--- src/rtl/bist_pkg.sv ---
// Shared definitions for the BIST address sequencer: sequencer states and
// output-order mode codes.
package bist_pkg;

  typedef enum logic [1:0] {
    IDLE = 2'd0,
    RUN  = 2'd1,
    DONE = 2'd2
  } state_e;

  localparam logic [1:0] MODE_LINEAR = 2'd0;
  localparam logic [1:0] MODE_GRAY   = 2'd1;
  localparam logic [1:0] MODE_COMPL  = 2'd2;

endpackage

--- src/rtl/bist_addr_encode.sv ---
// Combinational map from the sweep counter to the issued address, selected
// by the latched output order; mode 11 falls through to linear.
module bist_addr_encode
  import bist_pkg::*;
#(
  parameter int A_WIDTH = 4
) (
  input  logic [A_WIDTH-1:0] cnt,
  input  logic [1:0]         mode,
  input  logic               phase,
  output logic [A_WIDTH-1:0] address
);

  always_comb begin
    address = cnt;
    case (mode)
      MODE_GRAY:  address = cnt ^ (cnt >> 1);
      MODE_COMPL: address = phase ? ~cnt : cnt;
      default:    address = cnt;
    endcase
  end

endmodule

--- src/rtl/bist_addr_sequencer.sv ---
// BIST address sequencer: walks [lo_addr, hi_addr] up or down with a stride,
// issuing linear, Gray or complement ping-pong addresses to the memory mux.
module bist_addr_sequencer
  import bist_pkg::*;
#(
  parameter int A_WIDTH    = 4,
  parameter int STEP_WIDTH = 4
) (
  input  logic                  clk,
  input  logic                  reset,
  input  logic                  start,
  input  logic                  up_down,
  input  logic [A_WIDTH-1:0]    lo_addr,
  input  logic [A_WIDTH-1:0]    hi_addr,
  input  logic [STEP_WIDTH-1:0] step,
  input  logic [1:0]            mode,
  input  logic                  hold,
  output logic [A_WIDTH-1:0]    address,
  output logic                  addr_valid,
  output logic                  last,
  output logic                  carry,
  output logic                  busy,
  output logic                  done,
  output logic                  err
);

  localparam logic [1:0] ST_IDLE = IDLE;
  localparam logic [1:0] ST_RUN  = RUN;
  localparam logic [1:0] ST_DONE = DONE;

  // One spare bit above the wider operand so the sum never wraps and the
  // difference's top bit is a clean borrow flag.
  localparam int SW = ((STEP_WIDTH > A_WIDTH) ? STEP_WIDTH : A_WIDTH) + 1;

  logic [1:0]            state_reg;
  logic [A_WIDTH-1:0]    cnt_reg;
  logic                  phase_reg;
  logic                  up_reg;
  logic [A_WIDTH-1:0]    lo_reg;
  logic [A_WIDTH-1:0]    hi_reg;
  logic [STEP_WIDTH-1:0] step_reg;
  logic [1:0]            mode_reg;
  logic                  carry_reg;
  logic                  err_reg;

  logic [SW-1:0]         sum_next;
  logic [SW-1:0]         diff_next;
  logic                  final_idx;
  logic                  compl_mode;
  logic                  issue;
  logic                  last_beat;

  always_comb begin
    sum_next   = (SW)'(cnt_reg) + (SW)'(step_reg);
    diff_next  = (SW)'(cnt_reg) - (SW)'(step_reg);
    final_idx  = up_reg ? (sum_next > (SW)'(hi_reg))
                        : (diff_next[SW-1] || (diff_next < (SW)'(lo_reg)));
    compl_mode = (mode_reg == MODE_COMPL);
    issue      = (state_reg == ST_RUN) && !hold;
    last_beat  = final_idx && (!compl_mode || phase_reg);
  end

  always_ff @(posedge clk) begin
    if (reset) begin
      state_reg <= ST_IDLE;
      cnt_reg   <= '0;
      phase_reg <= 1'b0;
      up_reg    <= 1'b0;
      lo_reg    <= '0;
      hi_reg    <= '0;
      step_reg  <= '0;
      mode_reg  <= MODE_LINEAR;
      carry_reg <= 1'b0;
      err_reg   <= 1'b0;
    end else begin
      carry_reg <= 1'b0;
      case (state_reg)
        ST_IDLE, ST_DONE: begin
          if (start) begin
            up_reg    <= up_down;
            lo_reg    <= lo_addr;
            hi_reg    <= hi_addr;
            step_reg  <= (step == '0) ? (STEP_WIDTH)'(1) : step;
            mode_reg  <= mode;
            phase_reg <= 1'b0;
            err_reg   <= 1'b0;
            if (lo_addr > hi_addr) begin
              state_reg <= ST_DONE;
              err_reg   <= 1'b1;
            end else begin
              state_reg <= ST_RUN;
              cnt_reg   <= up_down ? lo_addr : hi_addr;
            end
          end
        end
        ST_RUN: begin
          // The counter and phase stay put on the final beat so DONE keeps
          // presenting the last issued address.
          if (!hold) begin
            if (compl_mode && !phase_reg) begin
              phase_reg <= 1'b1;
            end else if (last_beat) begin
              state_reg <= ST_DONE;
              carry_reg <= 1'b1;
            end else begin
              cnt_reg   <= up_reg ? sum_next[A_WIDTH-1:0] : diff_next[A_WIDTH-1:0];
              phase_reg <= 1'b0;
            end
          end
        end
        default: state_reg <= ST_IDLE;
      endcase
    end
  end

  bist_addr_encode #(
    .A_WIDTH(A_WIDTH)
  ) u_encode (
    .cnt    (cnt_reg),
    .mode   (mode_reg),
    .phase  (phase_reg),
    .address(address)
  );

  assign addr_valid = issue;
  assign last       = issue && last_beat;
  assign carry      = carry_reg;
  assign busy       = (state_reg == ST_RUN);
  assign done       = (state_reg == ST_DONE);
  assign err        = err_reg;

endmodule

--- config.mk ---
export PLATFORM = sky130hd
export DESIGN_NAME = bist_addr_sequencer
export DESIGN_NICKNAME = d
export VERILOG_FILES = /design/src/rtl/bist_pkg.sv /design/src/rtl/bist_addr_encode.sv /design/src/rtl/bist_addr_sequencer.sv
export SDC_FILE = /design/constraint.sdc
export NUM_CORES = 1
export LEC_CHECK = 0
export BUFFER_PORTS_ARGS = -buffer_cell sky130_fd_sc_hd__buf_2
export CAP_MARGIN = 20
export CORE_MARGIN = 2
export CORE_UTILIZATION = 35
export CTS_CLUSTER_DIAMETER = 200
export CTS_CLUSTER_SIZE = 20
export DETAILED_ROUTE_END_ITERATION = 10
export GPL_ROUTABILITY_DRIVEN = 0
export HOLD_SLACK_MARGIN = 0.06
export SYNTH_ARGS = -nofsm -noshare
export SYNTH_HDL_FRONTEND = slang
export SYNTH_HIERARCHICAL = 1
export SYNTH_SLANG_ARGS = --single-unit
--- constraint.sdc ---
create_clock -name clk -period 3.7 [get_ports clk]
set_input_delay 0.555 -clock clk [delete_from_list [all_inputs] [get_ports clk]]
set_output_delay 0.555 -clock clk [all_outputs]
set_load 0.01 [all_outputs]
==> results.cfg <==
[synth]
synth_top_area_share = 0.252
synth_seq_area_share = 0.252
synth_area_per_cell_um2 = 7.93
synth_edf_count = 0
dominantRegCellSynth = dfxtp_1
synth.distinct_cells = 49
synthTopCellsByArea = dfxtp_1, ha_1, a21oi_1, nand2_1, mux2i_1
netlist_instances = 240
ys_warn_count = 6
netlist_area_mm2 = 0.00190
async_reset_ff_frac = 0
synth.largest_area_cell = dfxtp_1
syn-num-nets = 283
synth-seq-cells = 24

[clock_tree]
clockBufferDepth = 2
htree_levels = 1
clkTransAtPathRegs_ns = 0.09
root_buffer = clkbuf_8
cts.sink_count = 24
worst_skew_pair.late_latency_ns = 0.27
cts_tree = yes
ctsResizeCount = 0
cts_buffers = 3
cts_hold_buf = 0
cts_setup_buffers = 0

[route]
met1_length_mm = 2.08
wirelength_mm = 4.17
wl_per_cell_um = 12.6
first_iter_violations = 51
wl_met3_um = 81
dr.max_layer_used = met4
via_count = 1623
dr_wl_met2_mm = 1.96
postRouteAntennaNets = 0
drc = 0
drt_pass1_iterations = 4
avgViaCountPerCell = 4.90

[floorplan]
io_pins = 29
initial_core_util = 0.368
die_w_um = 77.7
fp-row-count = 26
coreArea_mm2 = 0.00517
dieArea_mm2 = 0.00604
fp.dieH_um = 77.7

[setup_path]
worst_setup_path_end_kind = output port
cpMaxStageDelayCell = fa_1
crit_arrival_ns = 2.93
critPathTopFamily = adder cells
crit_chain = inv_1, ha_1, inv_1, fa_1, xor2_1, ha_1, a211o_2, a31oi_1, o41ai_2, a21o_2, nor3_1, buf_2
worstReg2RegStart = cnt_reg[0]
cpPeakStageDelay_ns = 0.43
startpoint_type = register
worstPathMaxFanout = 4
cp_num_buf_inv = 3
path_class = reg2out
crit_start = cnt_reg[0]
required_ns = 3.14

[worst_hold_path]
hold_path.class = reg2reg
min-delay-start = lo_reg[0]

[sta]
whs_ns = 0.459
slew_violations = 0
rsz0062_at_grt = false
setup_tns_ns = 0
period_share = 0.942
tightest_slew_ns = 0.600
hold_viol_final = 0
setup_viol_count_final = 0
min_period_ns = 3.49
fmax_mhz = 287
max_slew_margin = 0.599
skew_ns = 0.00517

[run_status]
outcome = finished, final reports clean

[placement]
dpl.hpwl_mm = 3.19
port_buffers = 28

[global_route]
grt_pass1_vias = 1556
grt-ovfl-total = 0
track_usage = 0.148
grt_pass1_wl_mm = 7.29
grt_max_degree = 28
antenna_found_initial = 0

[pwr]
p_per_area_mw_per_mm2 = 406
p_total_w = 0.000854
p_leak_nw = 0.913
peakVddDrop_v = 0.000194

[cells_and_area]
multi_input_area_mm2 = 0.00123
seq_area_um2 = 482
syn2layout_area_growth_pct = 10.5
nets = 305
drive_gt1_frac = 0.176
fill_cells = 557
diodes = 0

[run]
cap_violations = 0
[per-layer routing]
layer,vias up,GRT usage
li1,854,-
met1,742,0.204
met2,22,0.243
met3,5,0.0140
met4,0,0.0429
met5,-,0
[stage by stage]
stage          instance area (um^2)  std cells  worst slack, ns   util
6_report                       2100        331            0.215  0.406
5_1_grt                        2100        331           0.0427  0.406
4_1_cts                        2100        331            0.163  0.406
3_5_place_dp                   2050        327            0.481  0.396
3_3_place_gp                   2050        327            0.517  0.396
2_1_floorplan                  1900        240            0.667      -
[cells by family after synthesis]
family	count (synthesis)	synth area share
and+or+nand+nor	79	0.204
xor gates and xnor gates	5	0.0230
DFF	24	0.252
adders and majority gates	24	0.166
AOI/OAI and AO/OA	58	0.185
muxes	13	0.0697
buffers and inverters	37	0.0999
[cells in the final DEF, fill, tap and decap left out, drive strengths merged, types with 2 or more instances in the layout]
master   n
xnor2    4
a21oi   29
nor2b    7
nor3     5
inv     24
o31ai    3
nor2    14
nand3b   2
clkbuf   4
mux2i   11
a211o    2
ha      22
nand2   36
dfxtp   24
a21o     3
buf     30
mux2     2
nor3b    2
nand3    2
o21ai   12
or4      2
fa       2
nand2b   5
[final timing paths]
check / cells after the start / slack, ns / end
worst max-delay path: 12 / 0.21 / last
worst min-delay path: 2 / 0.46 / lo_reg[0]
worst max register to register: 12 / 0.75 / cnt_reg[0]
worst min register to register: 2 / 0.46 / lo_reg[0]
[cell type report]
class | count | share of cell area
timing repair buffer | 30 | 0.0738
clock buffer | 4 | 0.0262
tap | 70 | 0.0417
sequential | 24 | 0.229
inverter | 24 | 0.0429
multi-input combinational | 179 | 0.586
[worst min-delay path: stages, from the launching register on]
cell and delay [ns]:
dfxtp_1 0.32, nand2_1 0.05, a21oi_1 0.05
[report_power, final]
part / total, W / switching, W / internal (W)
logic: 0.000363 / 0.000202 / 0.000160
clock network: 0.000184 / 0.0000890 / 0.0000952
registers: 0.000307 / 0.0000250 / 0.000282
total: 0.000854 / 0.000316 / 0.000537
[synth_stat cells, types with 2 or more instances]
cell,instances
clkbuf_1,4
o31ai_1,3
nor2b_1,7
mux2i_1,11
ha_1,22
fa_1,2
nand3b_1,2
o21ai_0,11
nor3_1,5
a21oi_1,29
dfxtp_1,24
or4_1,2
nand2b_1,4
a21o_1,2
mux2_2,2
buf_6,2
nand2_1,36
nor2_1,12
nand3_1,2
xnor2_1,4
inv_1,24
buf_2,2
buf_4,2
Note: power is estimated with default switching activity, not from simulation.
